## src/rtl/decode_stage_if.sv

```systemverilog
// Port bundle for decode_stage: fetch word/PC, EX flush, writeback port, load-use stall,
// early redirect and the registered ID/EX bundle.
// Handshake: there is no valid/ready pair. Fetch presents a word every cycle; keep=1 means
// the IF/ID slot did not take it and fetch must hold; flush overrides keep.
interface decode_stage_if;
  logic [31:0] Instraction_pype;
  logic [31:0] PC_pype0;
  logic [31:0] PCp4_pype0;
  logic        flush;
  logic        wb_we;
  logic [4:0]  wb_rd;
  logic [31:0] wb_data;
  logic        keep;
  logic        branch_PC_early_contral;
  logic [31:0] branch_PC_early;
  logic        valid_pype1;
  logic [31:0] PC_pype1;
  logic [31:0] PCp4_pype1;
  logic [31:0] rs1_data_pype1;
  logic [31:0] rs2_data_pype1;
  logic [31:0] imm_pype1;
  logic [4:0]  rs1_pype1;
  logic [4:0]  rs2_pype1;
  logic [4:0]  rd_pype1;
  logic [6:0]  opcode_pype1;
  logic [2:0]  funct3_pype1;
  logic        funct7b5_pype1;
  logic        mem_read_pype1;
  logic        mem_write_pype1;
  logic        reg_write_pype1;
  logic        early_taken_pype1;

  modport master (
    output Instraction_pype, PC_pype0, PCp4_pype0, flush, wb_we, wb_rd, wb_data,
    input  keep, branch_PC_early_contral, branch_PC_early, valid_pype1, PC_pype1,
           PCp4_pype1, rs1_data_pype1, rs2_data_pype1, imm_pype1, rs1_pype1, rs2_pype1,
           rd_pype1, opcode_pype1, funct3_pype1, funct7b5_pype1, mem_read_pype1,
           mem_write_pype1, reg_write_pype1, early_taken_pype1
  );

  modport slave (
    input  Instraction_pype, PC_pype0, PCp4_pype0, flush, wb_we, wb_rd, wb_data,
    output keep, branch_PC_early_contral, branch_PC_early, valid_pype1, PC_pype1,
           PCp4_pype1, rs1_data_pype1, rs2_data_pype1, imm_pype1, rs1_pype1, rs2_pype1,
           rd_pype1, opcode_pype1, funct3_pype1, funct7b5_pype1, mem_read_pype1,
           mem_write_pype1, reg_write_pype1, early_taken_pype1
  );
endinterface

```

## src/rtl/decode_stage.sv

```systemverilog
// RV32I decode stage: IF/ID register, 31x32 register file, immediates, load-use stall and
// optional early JAL/BEQ/BNE resolution (enabled by defining DECODE_EARLY_BRANCH_EN).
module decode_stage #(
  parameter logic [31:0] RESET_PC = 32'h0001_0000,
  parameter logic [31:0] NOP_WORD = 32'h0000_0009
) (
  input logic           clk,
  input logic           rst,
  decode_stage_if.slave dif
);
  localparam logic [6:0] OP_LUI    = 7'b0110111;
  localparam logic [6:0] OP_AUIPC  = 7'b0010111;
  localparam logic [6:0] OP_JAL    = 7'b1101111;
  localparam logic [6:0] OP_JALR   = 7'b1100111;
  localparam logic [6:0] OP_BRANCH = 7'b1100011;
  localparam logic [6:0] OP_LOAD   = 7'b0000011;
  localparam logic [6:0] OP_STORE  = 7'b0100011;
  localparam logic [6:0] OP_IMM    = 7'b0010011;
  localparam logic [6:0] OP_OP     = 7'b0110011;
  localparam logic [6:0] OP_FENCE  = 7'b0001111;
  localparam logic [6:0] OP_SYSTEM = 7'b1110011;

  logic [31:0] ifid_instr, ifid_pc, ifid_pcp4;
  logic        ifid_valid;
  logic [31:0] rf [31:1];

  logic        ex_valid, ex_mem_read, ex_mem_write, ex_reg_write, ex_early_taken, ex_f7b5;
  logic [31:0] ex_pc, ex_pcp4, ex_rs1_data, ex_rs2_data, ex_imm;
  logic [4:0]  ex_rs1, ex_rs2, ex_rd;
  logic [6:0]  ex_opcode;
  logic [2:0]  ex_funct3;

  logic [6:0]  opcode;
  logic [2:0]  funct3;
  logic [4:0]  f_rs1, f_rs2, f_rd;
  logic [31:0] imm_i, imm_s, imm_b, imm_u, imm_j;

  assign opcode = ifid_instr[6:0];
  assign funct3 = ifid_instr[14:12];
  assign f_rs1  = ifid_instr[19:15];
  assign f_rs2  = ifid_instr[24:20];
  assign f_rd   = ifid_instr[11:7];
  assign imm_i  = {{20{ifid_instr[31]}}, ifid_instr[31:20]};
  assign imm_s  = {{20{ifid_instr[31]}}, ifid_instr[31:25], ifid_instr[11:7]};
  assign imm_b  = {{19{ifid_instr[31]}}, ifid_instr[31], ifid_instr[7], ifid_instr[30:25],
                   ifid_instr[11:8], 1'b0};
  assign imm_u  = {ifid_instr[31:12], 12'h000};
  assign imm_j  = {{11{ifid_instr[31]}}, ifid_instr[31], ifid_instr[19:12], ifid_instr[20],
                   ifid_instr[30:21], 1'b0};

  logic        legal, slot_valid, uses_rs1, uses_rs2, dec_rw, dec_mr, dec_mw;
  logic [31:0] dec_imm;

  always_comb begin
    legal    = 1'b0;
    uses_rs1 = 1'b0;
    uses_rs2 = 1'b0;
    dec_rw   = 1'b0;
    dec_mr   = 1'b0;
    dec_mw   = 1'b0;
    dec_imm  = 32'h0;
    case (opcode)
      OP_LUI, OP_AUIPC: begin legal = 1'b1; dec_rw = 1'b1; dec_imm = imm_u; end
      OP_JAL:    begin legal = 1'b1; dec_rw = 1'b1; dec_imm = imm_j; end
      OP_JALR:   begin legal = 1'b1; dec_rw = 1'b1; uses_rs1 = 1'b1; dec_imm = imm_i; end
      OP_BRANCH: begin legal = 1'b1; uses_rs1 = 1'b1; uses_rs2 = 1'b1; dec_imm = imm_b; end
      OP_LOAD:   begin legal = 1'b1; dec_rw = 1'b1; dec_mr = 1'b1; uses_rs1 = 1'b1; dec_imm = imm_i; end
      OP_STORE:  begin legal = 1'b1; dec_mw = 1'b1; uses_rs1 = 1'b1; uses_rs2 = 1'b1; dec_imm = imm_s; end
      OP_IMM:    begin legal = 1'b1; dec_rw = 1'b1; uses_rs1 = 1'b1; dec_imm = imm_i; end
      OP_OP:     begin legal = 1'b1; dec_rw = 1'b1; uses_rs1 = 1'b1; uses_rs2 = 1'b1; end
      OP_FENCE, OP_SYSTEM: begin legal = 1'b1; dec_imm = imm_i; end
      default: ;
    endcase
    slot_valid = ifid_valid && (ifid_instr != NOP_WORD) && legal;
    // An invalid slot reads nothing and writes nothing, so it can never stall or redirect.
    if (!slot_valid) begin
      uses_rs1 = 1'b0;
      uses_rs2 = 1'b0;
      dec_rw   = 1'b0;
      dec_mr   = 1'b0;
      dec_mw   = 1'b0;
      dec_imm  = 32'h0;
    end
  end

  logic [4:0]  rs1_idx, rs2_idx, rd_idx;
  logic [31:0] rs1_val, rs2_val;

  assign rs1_idx = uses_rs1 ? f_rs1 : 5'd0;
  assign rs2_idx = uses_rs2 ? f_rs2 : 5'd0;
  assign rd_idx  = dec_rw   ? f_rd  : 5'd0;

  always_comb begin
    rs1_val = 32'h0;
    rs2_val = 32'h0;
    if (rs1_idx != 5'd0)
      rs1_val = (dif.wb_we && dif.wb_rd == rs1_idx) ? dif.wb_data : rf[rs1_idx];
    if (rs2_idx != 5'd0)
      rs2_val = (dif.wb_we && dif.wb_rd == rs2_idx) ? dif.wb_data : rf[rs2_idx];
  end

  logic load_use, keep;
  assign load_use = ex_valid && ex_mem_read && (ex_rd != 5'd0) &&
                    ((uses_rs1 && f_rs1 == ex_rd) || (uses_rs2 && f_rs2 == ex_rd));
  assign keep = load_use && !dif.flush;

  logic        redirect;
  logic [31:0] target;
`ifdef DECODE_EARLY_BRANCH_EN
  logic is_jal, is_beq_bne, dep, taken;
  always_comb begin
    is_jal     = (opcode == OP_JAL);
    is_beq_bne = (opcode == OP_BRANCH) && (funct3[2:1] == 2'b00);
    dep        = ex_valid && ex_reg_write && (ex_rd != 5'd0) &&
                 ((ex_rd == f_rs1) || (ex_rd == f_rs2));
    // funct3[0] selects BNE, which inverts the equality result.
    taken      = is_jal || (is_beq_bne && !dep && ((rs1_val == rs2_val) != funct3[0]));
    redirect   = slot_valid && !keep && !dif.flush && taken;
    target     = redirect ? (ifid_pc + (is_jal ? imm_j : imm_b)) : 32'h0;
  end
`else
  assign redirect = 1'b0;
  assign target   = 32'h0;
`endif

  always_ff @(posedge clk) begin
    if (dif.wb_we && dif.wb_rd != 5'd0)
      rf[dif.wb_rd] <= dif.wb_data;
  end

  always_ff @(posedge clk) begin
    if (rst) begin
      ifid_instr <= NOP_WORD;
      ifid_valid <= 1'b0;
      ifid_pc    <= RESET_PC;
      ifid_pcp4  <= RESET_PC + 32'd4;
    end else if (dif.flush || redirect) begin
      ifid_instr <= NOP_WORD;
      ifid_valid <= 1'b0;
      ifid_pc    <= dif.PC_pype0;
      ifid_pcp4  <= dif.PCp4_pype0;
    end else if (!keep) begin
      ifid_instr <= dif.Instraction_pype;
      ifid_valid <= 1'b1;
      ifid_pc    <= dif.PC_pype0;
      ifid_pcp4  <= dif.PCp4_pype0;
    end
  end

  always_ff @(posedge clk) begin
    if (rst) begin
      ex_valid       <= 1'b0;
      ex_mem_read    <= 1'b0;
      ex_mem_write   <= 1'b0;
      ex_reg_write   <= 1'b0;
      ex_early_taken <= 1'b0;
      ex_f7b5        <= 1'b0;
      ex_pc          <= RESET_PC;
      ex_pcp4        <= RESET_PC + 32'd4;
      ex_rs1_data    <= 32'h0;
      ex_rs2_data    <= 32'h0;
      ex_imm         <= 32'h0;
      ex_rs1         <= 5'd0;
      ex_rs2         <= 5'd0;
      ex_rd          <= 5'd0;
      ex_opcode      <= 7'd0;
      ex_funct3      <= 3'd0;
    end else begin
      ex_pc       <= ifid_pc;
      ex_pcp4     <= ifid_pcp4;
      ex_rs1_data <= rs1_val;
      ex_rs2_data <= rs2_val;
      ex_imm      <= dec_imm;
      if (dif.flush || keep) begin
        ex_valid       <= 1'b0;
        ex_mem_read    <= 1'b0;
        ex_mem_write   <= 1'b0;
        ex_reg_write   <= 1'b0;
        ex_early_taken <= 1'b0;
        ex_f7b5        <= 1'b0;
        ex_rs1         <= 5'd0;
        ex_rs2         <= 5'd0;
        ex_rd          <= 5'd0;
        ex_opcode      <= 7'd0;
        ex_funct3      <= 3'd0;
      end else begin
        ex_valid       <= slot_valid;
        ex_mem_read    <= dec_mr;
        ex_mem_write   <= dec_mw;
        ex_reg_write   <= dec_rw;
        ex_early_taken <= redirect;
        ex_f7b5        <= slot_valid & ifid_instr[30];
        ex_rs1         <= rs1_idx;
        ex_rs2         <= rs2_idx;
        ex_rd          <= rd_idx;
        ex_opcode      <= slot_valid ? opcode : 7'd0;
        ex_funct3      <= slot_valid ? funct3 : 3'd0;
      end
    end
  end

  assign dif.keep                    = keep;
  assign dif.branch_PC_early_contral = redirect;
  assign dif.branch_PC_early         = target;
  assign dif.valid_pype1             = ex_valid;
  assign dif.PC_pype1                = ex_pc;
  assign dif.PCp4_pype1              = ex_pcp4;
  assign dif.rs1_data_pype1          = ex_rs1_data;
  assign dif.rs2_data_pype1          = ex_rs2_data;
  assign dif.imm_pype1               = ex_imm;
  assign dif.rs1_pype1               = ex_rs1;
  assign dif.rs2_pype1               = ex_rs2;
  assign dif.rd_pype1                = ex_rd;
  assign dif.opcode_pype1            = ex_opcode;
  assign dif.funct3_pype1            = ex_funct3;
  assign dif.funct7b5_pype1          = ex_f7b5;
  assign dif.mem_read_pype1          = ex_mem_read;
  assign dif.mem_write_pype1         = ex_mem_write;
  assign dif.reg_write_pype1         = ex_reg_write;
  assign dif.early_taken_pype1       = ex_early_taken;
endmodule

```

## src/flat_wrapper.sv

```systemverilog
// flat-port wrapper written by rule: the top's interface ports become plain ports
module decode_stage_flat 
#(
  parameter logic [31:0] RESET_PC = 32'h0001_0000,
  parameter logic [31:0] NOP_WORD = 32'h0000_0009
)
  (clk, rst, dif_Instraction_pype, dif_PC_pype0, dif_PCp4_pype0, dif_flush, dif_wb_we, dif_wb_rd, dif_wb_data, dif_keep, dif_branch_PC_early_contral, dif_branch_PC_early, dif_valid_pype1, dif_PC_pype1, dif_PCp4_pype1, dif_rs1_data_pype1, dif_rs2_data_pype1, dif_imm_pype1, dif_rs1_pype1, dif_rs2_pype1, dif_rd_pype1, dif_opcode_pype1, dif_funct3_pype1, dif_funct7b5_pype1, dif_mem_read_pype1, dif_mem_write_pype1, dif_reg_write_pype1, dif_early_taken_pype1);
  decode_stage_if dif_i ();
  input logic clk;
  input logic rst;
  input wire logic [$bits(dif_i.Instraction_pype)-1:0] dif_Instraction_pype;
  input wire logic [$bits(dif_i.PC_pype0)-1:0] dif_PC_pype0;
  input wire logic [$bits(dif_i.PCp4_pype0)-1:0] dif_PCp4_pype0;
  input wire logic [$bits(dif_i.flush)-1:0] dif_flush;
  input wire logic [$bits(dif_i.wb_we)-1:0] dif_wb_we;
  input wire logic [$bits(dif_i.wb_rd)-1:0] dif_wb_rd;
  input wire logic [$bits(dif_i.wb_data)-1:0] dif_wb_data;
  output wire logic [$bits(dif_i.keep)-1:0] dif_keep;
  output wire logic [$bits(dif_i.branch_PC_early_contral)-1:0] dif_branch_PC_early_contral;
  output wire logic [$bits(dif_i.branch_PC_early)-1:0] dif_branch_PC_early;
  output wire logic [$bits(dif_i.valid_pype1)-1:0] dif_valid_pype1;
  output wire logic [$bits(dif_i.PC_pype1)-1:0] dif_PC_pype1;
  output wire logic [$bits(dif_i.PCp4_pype1)-1:0] dif_PCp4_pype1;
  output wire logic [$bits(dif_i.rs1_data_pype1)-1:0] dif_rs1_data_pype1;
  output wire logic [$bits(dif_i.rs2_data_pype1)-1:0] dif_rs2_data_pype1;
  output wire logic [$bits(dif_i.imm_pype1)-1:0] dif_imm_pype1;
  output wire logic [$bits(dif_i.rs1_pype1)-1:0] dif_rs1_pype1;
  output wire logic [$bits(dif_i.rs2_pype1)-1:0] dif_rs2_pype1;
  output wire logic [$bits(dif_i.rd_pype1)-1:0] dif_rd_pype1;
  output wire logic [$bits(dif_i.opcode_pype1)-1:0] dif_opcode_pype1;
  output wire logic [$bits(dif_i.funct3_pype1)-1:0] dif_funct3_pype1;
  output wire logic [$bits(dif_i.funct7b5_pype1)-1:0] dif_funct7b5_pype1;
  output wire logic [$bits(dif_i.mem_read_pype1)-1:0] dif_mem_read_pype1;
  output wire logic [$bits(dif_i.mem_write_pype1)-1:0] dif_mem_write_pype1;
  output wire logic [$bits(dif_i.reg_write_pype1)-1:0] dif_reg_write_pype1;
  output wire logic [$bits(dif_i.early_taken_pype1)-1:0] dif_early_taken_pype1;
  assign dif_i.Instraction_pype = dif_Instraction_pype;
  assign dif_i.PC_pype0 = dif_PC_pype0;
  assign dif_i.PCp4_pype0 = dif_PCp4_pype0;
  assign dif_i.flush = dif_flush;
  assign dif_i.wb_we = dif_wb_we;
  assign dif_i.wb_rd = dif_wb_rd;
  assign dif_i.wb_data = dif_wb_data;
  assign dif_keep = dif_i.keep;
  assign dif_branch_PC_early_contral = dif_i.branch_PC_early_contral;
  assign dif_branch_PC_early = dif_i.branch_PC_early;
  assign dif_valid_pype1 = dif_i.valid_pype1;
  assign dif_PC_pype1 = dif_i.PC_pype1;
  assign dif_PCp4_pype1 = dif_i.PCp4_pype1;
  assign dif_rs1_data_pype1 = dif_i.rs1_data_pype1;
  assign dif_rs2_data_pype1 = dif_i.rs2_data_pype1;
  assign dif_imm_pype1 = dif_i.imm_pype1;
  assign dif_rs1_pype1 = dif_i.rs1_pype1;
  assign dif_rs2_pype1 = dif_i.rs2_pype1;
  assign dif_rd_pype1 = dif_i.rd_pype1;
  assign dif_opcode_pype1 = dif_i.opcode_pype1;
  assign dif_funct3_pype1 = dif_i.funct3_pype1;
  assign dif_funct7b5_pype1 = dif_i.funct7b5_pype1;
  assign dif_mem_read_pype1 = dif_i.mem_read_pype1;
  assign dif_mem_write_pype1 = dif_i.mem_write_pype1;
  assign dif_reg_write_pype1 = dif_i.reg_write_pype1;
  assign dif_early_taken_pype1 = dif_i.early_taken_pype1;
  decode_stage #(.RESET_PC(RESET_PC), .NOP_WORD(NOP_WORD)) u_core (.clk(clk), .rst(rst), .dif(dif_i));
endmodule
```

## config.mk

```make
export PLATFORM = sky130hd
export DESIGN_NAME = decode_stage_flat
export DESIGN_NICKNAME = d
export VERILOG_FILES = /design/src/rtl/decode_stage_if.sv /design/src/rtl/decode_stage.sv /design/src/flat_wrapper.sv
export SDC_FILE = /design/constraint.sdc
export NUM_CORES = 2
export LEC_CHECK = 0
export CAP_MARGIN = 20
export CORE_MARGIN = 5
export CORE_UTILIZATION = 25
export CTS_BUF_LIST = sky130_fd_sc_hd__clkbuf_4 sky130_fd_sc_hd__clkbuf_8
export CTS_CLUSTER_DIAMETER = 50
export CTS_CLUSTER_SIZE = 8
export DETAILED_ROUTE_END_ITERATION = 16
export GPL_ROUTABILITY_DRIVEN = 0
export PLACE_DENSITY_LB_ADDON = 0.08
export SYNTH_ARGS = -nofsm -noshare
export SYNTH_HDL_FRONTEND = slang
export SYNTH_SLANG_ARGS = --single-unit
```

## constraint.sdc

```tcl
create_clock -name clk -period 2.8 [get_ports clk]
set_input_delay 0.42 -clock clk [delete_from_list [all_inputs] [get_ports clk]]
set_output_delay 0.42 -clock clk [all_outputs]
set_load 0.01 [all_outputs]
```

* After elaboration in Yosys (flattened, before gate mapping)
Memories as Yosys holds them, arrays and structs flattened. A register that Yosys moved wholly into a read port is not among the register bits. Index checks and enable logic that the tools add are counted. W data, S select, Z words.
Word-level totals: memories 1, input bits 137, flip-flop bits (word level) 223, logic and storage cells 85, bits in writable memories 992
Memory list:
- u_core.rf | depth 31, bits a word 32, rd ports 2, clocked after Yosys merged registers in 2, wr ports 1, RTL line decode_stage.sv:25 | logic [31:0] rf [31:1];
Cells by class: multiplexer cells 18, bitwise logic cells 5, eq/ne operators 15, reduce and logical (&&, ||, !) cells 29
Operator list (number):
- $pmux W32 S5 | 1
- $mux W32 | 4
- $ne A32 B4 Y1 const B | 1
- $eq A7 B7 Y1 const B | 4
- $eq A7 B6 Y1 const B | 3
- $reduce_bool A5 Y1 | 4
- $eq A7 B5 Y1 const B | 2
- $reduce_or A2 Y1 | 6
- $mux W1 | 11
- $reduce_or A11 Y1 | 1
- $eq A5 B5 Y1 | 2
- $mux W5 | 2
- $logic_and A1 B1 Y1 | 9
- $reduce_or A3 Y1 | 3
- $eq A7 B2 Y1 const B | 1
- $eq A7 B4 Y1 const B | 1
- $reduce_or A7 Y1 | 1
- $reduce_or A6 Y1 | 1
- $reduce_or A5 Y1 | 1
- $not A1 Y1 | 4
- $logic_or A1 B1 Y1 | 2
- $ne A2 B2 Y1 const B | 1
- $and A1 B1 Y1 | 1
- $logic_not A1 Y1 | 1

* Depth between registers and ports, before layout
depth after elaboration 11, gate-level depth with buffers 11, gate-level depth less buffers 6

* Worst setup path after synthesis
No wires, ideal clock.
path kind input to register, start input port dif_wb_rd[4], end memory u_core.rf[19][0], enable pin, path slack -199 ps, data required time 2379 ps, stages 3, path buffers 1, arrival time 2578 ps, cells stage by stage clkbuf_1 -> or3b_2 -> nor2_1
On the way: word-level cells in the longest chain between the ends 4
Ends and longest elaborated chain:
- start, declared | RTL line flat_wrapper.sv:16 | input wire logic [$bits(dif_i.wb_rd)-1:0] dif_wb_rd;
- $reduce_bool A5 Y1 | RTL line decode_stage.sv:127 | if (dif.wb_we && dif.wb_rd != 5'd0)
- $logic_and A1 B1 Y1 | RTL line decode_stage.sv:127
- $mux W1 | RTL line decode_stage.sv:127
- $mux W1 (implied by the code) | RTL line decode_stage.sv:128 | rf[dif.wb_rd] <= dif.wb_data;
- end, declared | RTL line decode_stage.sv:25
Several ways; a longest one is shown, not always the timed one.

* Final worst setup path
start register u_core.ifid_instr[6], end output port dif_keep
On the way: word-level cells in the longest chain between the ends 9, elaborated cells between the ends (all ways) 27, those cells by class 12 x eq/ne; 5 x mux; 10 x reduce/logical
Ends and longest elaborated chain:
- start, declared | RTL line decode_stage.sv:23 | logic [31:0] ifid_instr, ifid_pc, ifid_pcp4;
- start signal, assigned | RTL line decode_stage.sv:143 | ifid_instr <= dif.Instraction_pype;
- $eq A7 B6 Y1 (tied with other cells) | RTL line decode_stage.sv:62 | case (opcode)
- $reduce_or A11 Y1 (no source line)
- $mux W1 | RTL line decode_stage.sv:62
- $logic_and A1 B1 Y1 | RTL line decode_stage.sv:74 | slot_valid = ifid_valid && (ifid_instr != NOP_WORD) && legal;
- $mux W1 | RTL line decode_stage.sv:76 | if (!slot_valid) begin
- $logic_and A1 B1 Y1 | RTL line decode_stage.sv:104 | ((uses_rs1 && f_rs1 == ex_rd) || (uses_rs2 && f_rs2 == ex_rd));
- $logic_or A1 B1 Y1 (*) | RTL line decode_stage.sv:104
- $logic_and A1 B1 Y1 (*) | RTL line decode_stage.sv:103 | assign load_use = ex_valid && ex_mem_read && (ex_rd != 5'd0) &&
- $logic_and A1 B1 Y1 (*) | RTL line decode_stage.sv:105 | assign keep = load_use && !dif.flush;
- end, declared | RTL line flat_wrapper.sv:18 | output wire logic [$bits(dif_i.keep)-1:0] dif_keep;
Every way passes the cells marked *; elsewhere a longest branch is shown, timed or not.

==> results.tsv <==
stage	metric	value	unit
power	Net Sw Power	9930	uW
power	switching share of power	24.3	%
sta	Max-slew headroom	27.5	%
run	max capacitance violation total	0	
clocking	worst-case clock buffer depth	3	
status	outcome	finished, violations left	
yosys	Mapped Area	57200	sq um
route	TritonRoute pass-1 iters	6	
sta	maximum clock rate	0.328	GHz
sta	hold_ws	0.0887	ns
floorplanning	Vert. Die Dim	488	um
yosys	number of synthesis warnings	0	
critical_path	Critical R2R Capture	u_core.dif.rs2_data_pype1[17]	
yosys	area leader, netlist	edfxtp_1	
global_routing	vias in the first global route	45500	
clocking	CTS sink cnt	1279	
route	via count	45800	
route	final wirelength	290	mm
yosys	Seq/Total Area, Yosys	62.1	%
floorplanning	Initial Utilization	25.1	%
clocking	clock buffer count from CTS	203	
power	PD cells	528	nW/um^2
power	maximum VDD drop	0.513	mV
global_routing	largest net degree at the start of global routing	129	
clocking	clock-pin slew on the worst setup and hold paths	0.07	ns
route	number of nets still failing antenna checks after routing	0	
power	Clock Power Share	43.1	%
critical_path	r2r setup slk	0.01	ns
placement	I/O Buffers	327	
route	Via density	5.25	
critical_path	crit path kind	flip-flop to output port	
sta	unrepaired setup endpoints after global routing	yes	
global_routing	gr ovfl total	0	
placement	pre-CTS setup slack	-0.553	ns
route	Post-route DRC	0	
route	Routed WL per cell	33.3	um
sta	Period Utilization, post-route	109	%
critical_path	crit path launch	u_core.ifid_instr[6]	
power	Gate power share	6.0	%
cells_and_area	Filler Cell Count	22500	
yosys	Async SR Flop Fraction	0	%
hold_path	Hold Path Class	input pin to flip-flop	
floorplanning	Core ar.	227000	sq um
cells_and_area	Non-Filler Instances	8713	
placement	DP HPWL	196	mm
sta	Hold Fails Final Rpt	0	
clocking	later-pin clock latency in the skew report	1.02	ns
sta	Max Transition Viols Final	0	
yosys	Synth top area share	52.1	%
critical_path	R2R Path Start	u_core.ifid_instr[6]	
critical_path	crit path launch type	flip-flop	
sta	setup violators final	1	
power	Reg power frac	51.0	%
clocking	CTS H-Tree Depth	4	
global_routing	initial antenna violation count	28	
cells_and_area	# nets final	5664	
placement	Post-Place Cells	8190	
sta	Worst Tran Pin Value	1.08	ns
yosys	EDFF count, synth	992	
clocking	CTS tree	yes	
floorplanning	Die Width	488	um
floorplanning	Die ar.	238000	sq um
yosys	synth top area cells	edfxtp_1 (52%), dfxtp_1 (10%), mux2i_1 (3.6%), nand2_1 (3.4%), mux2_2 (3.2%)	
floorplanning	row count	175	
cells_and_area	Layout area overhead	35.4	%
cells_and_area	most frequent cells in the layout	edfxtp_1 (992), nand2_1 (503), buf_4 (455)	
cells_and_area	commonest non-fill, non-tap cell in the layout	edfxtp_1	
sta	minimum clock period	3.05	ns
critical_path	critical path required time	2.38	ns
yosys	post-synth cell types	78	
critical_path	reg2reg path depth	10	
global_routing	global-route usage over all layers	23.1	%
status	failing checks	setup timing	
critical_path	Crit path arrival time	2.63	ns
sta	clock skew	0.0700	ns
global_routing	first-pass GRT wire length	385	mm
sta	worst setup margin	-0.248	ns
clocking	Root Driver	clkbuf_8	
yosys	Syn Area/Cell	12.4	sq um
yosys	flops & latches, synth	1279	
power	Int Power	31000	uW
floorplanning	IO Count	362	
yosys	post-synthesis cell count	4622	
critical_path	crit path to	dif_keep	
power	LEAKAGE	0.0263	uW
critical_path	CP Capture Type	output port	
yosys	most common flop cell mapped by yosys	edfxtp_1	
critical_path	critical path peak fanout	7	
cells_and_area	share of cells above drive strength 1	28.1	%
route	Iter 0 DRT Violations	4418	
power by group through the flow:
stage	Sequential [uW]	Clock, uW	Combinational (uW)
floorplan	21200	0	907
global placement	21300	0	2250
detailed placement	21300	0	2250
CTS	20800	18100	2400
global route	20900	19000	2570
finish	20800	17600	2440
flip-flops by register name, indices dropped and copies added (netlist names):
register and count:
u_core.dif.rs1_data_pype1 32, u_core.dif.rs2_pype1 5, u_core.dif.mem_read_pype1 1, u_core.dif.PCp4_pype1 32, u_core.dif.rs2_data_pype1 32, u_core.ifid_valid 1
u_core.ifid_pc 32, u_core.dif.rs1_pype1 5, u_core.ifid_pcp4 32, u_core.rf 992, u_core.dif.reg_write_pype1 1, u_core.dif.imm_pype1 32
u_core.dif.funct7b5_pype1 1, u_core.dif.rd_pype1 5, u_core.dif.opcode_pype1 7, u_core.dif.funct3_pype1 3, u_core.dif.valid_pype1 1, u_core.ifid_instr 32
u_core.dif.mem_write_pype1 1, u_core.dif.PC_pype1 32
logic make-up (layout without fill, tap and decap cells):
group	Yosys count	in the layout	synth area share [%]
AO/OA/AOI/OAI	1229	1229	15.3
XOR/XNOR	17	17	0.260
buffers and inverters	597	1628	4.50
flip-flops	1279	1279	62.1
multiplexers	430	430	9.26
other	1	52	0.00656
AND/OR/NAND/NOR	1069	1069	8.51
metal layers:
metal	track usage [%]	share of wire, %	wire length (um)
met3	3.53	6.0	17500
met2	38.2	47	136000
met5	0	0.010	29
met4	7.04	3.3	9570
met1	31.2	44	127000
cell usage after synthesis, types with 6 or more instances:
library cell,n
nand2b_1,12
inv_1,161
buf_2,116
and2_1,26
a32oi_1,6
a2111oi_0,74
a311oi_1,7
o2111a_1,6
nand2_1,511
o22ai_1,23
o311ai_0,21
or2_2,6
nand3_1,100
xnor2_1,11
a21o_1,11
mux4_2,63
nand3b_1,6
a211oi_1,93
buf_4,42
a2bb2oi_1,6
nor3_1,44
o211ai_1,34
o221a_2,31
edfxtp_1,992
xor2_1,6
nor2_1,199
buf_1,29
dfxtp_1,287
o21ai_0,154
mux2i_1,205
nor2b_1,106
a221oi_1,128
o221ai_1,130
nor4_1,24
a31oi_1,73
mux2_2,162
o32ai_1,64
o41ai_1,32
a21oi_1,297
clkbuf_1,243
per-stage QoR:
step	util (%)	TNS [ns]	instance area, sq um	total power, uW
floorplan	-	-43.18	57300	22100
global placement	30.8	-7.71	70000	23500
detailed placement	30.8	-8.98	70000	23500
CTS	33.3	-0.396	75700	41400
global route	34.0	-1.58	77400	42400
finish	34.1	-0.248	77500	40900
layout make-up:
class / count / area [sq um] / share of cell area [%]
diodes: 18 / 45.0 / 0.0581
clock buffers: 308 / 3670 / 4.74
clock inverters: 56 / 647 / 0.835
inverters: 162 / 611 / 0.788
multi-input cells: 2779 / 21000 / 27.2
flip-flops and latches: 1279 / 35600 / 45.9
well taps: 3009 / 3760 / 4.86
repair buffers: 1102 / 12100 / 15.6
worst min path at each step:
stage,endpoint,slack (ns),from,cells past startpoint
CTS,u_core.ifid_instr[28],0.0004,dif_Instraction_pype[28],3
global route,u_core.ifid_instr[22],0.03,dif_Instraction_pype[22],3
global placement,u_core.dif.PCp4_pype1[16],0.44,u_core.ifid_pcp4[16],1
floorplan,u_core.dif.PC_pype1[16],0.42,u_core.ifid_pc[16],1
finish,u_core.ifid_instr[28],0.09,dif_Instraction_pype[28],3
detailed placement,u_core.dif.PCp4_pype1[16],0.44,u_core.ifid_pcp4[16],1
worst max-delay path, stage by stage (launching register included):
cell and delay, ns:
dfxtp_2 0.34, buf_6 0.12, buf_8 0.12, nand2b_4 0.13, a21boi_2 0.15, o21ai_2 0.16, nand2_2 0.10, nor4b_4 0.31
buf_2 0.19
timing repair:
item	in CTS	in global routing
endpoints found under the hold margin	87	0
hold buffers	78	0
buffers inserted	21	34
endpoints found under the setup margin	72	63
resized for setup	118	250
cloned	1	9
pin swaps	17	42
Note: power is estimated with default switching activity, not from simulation.
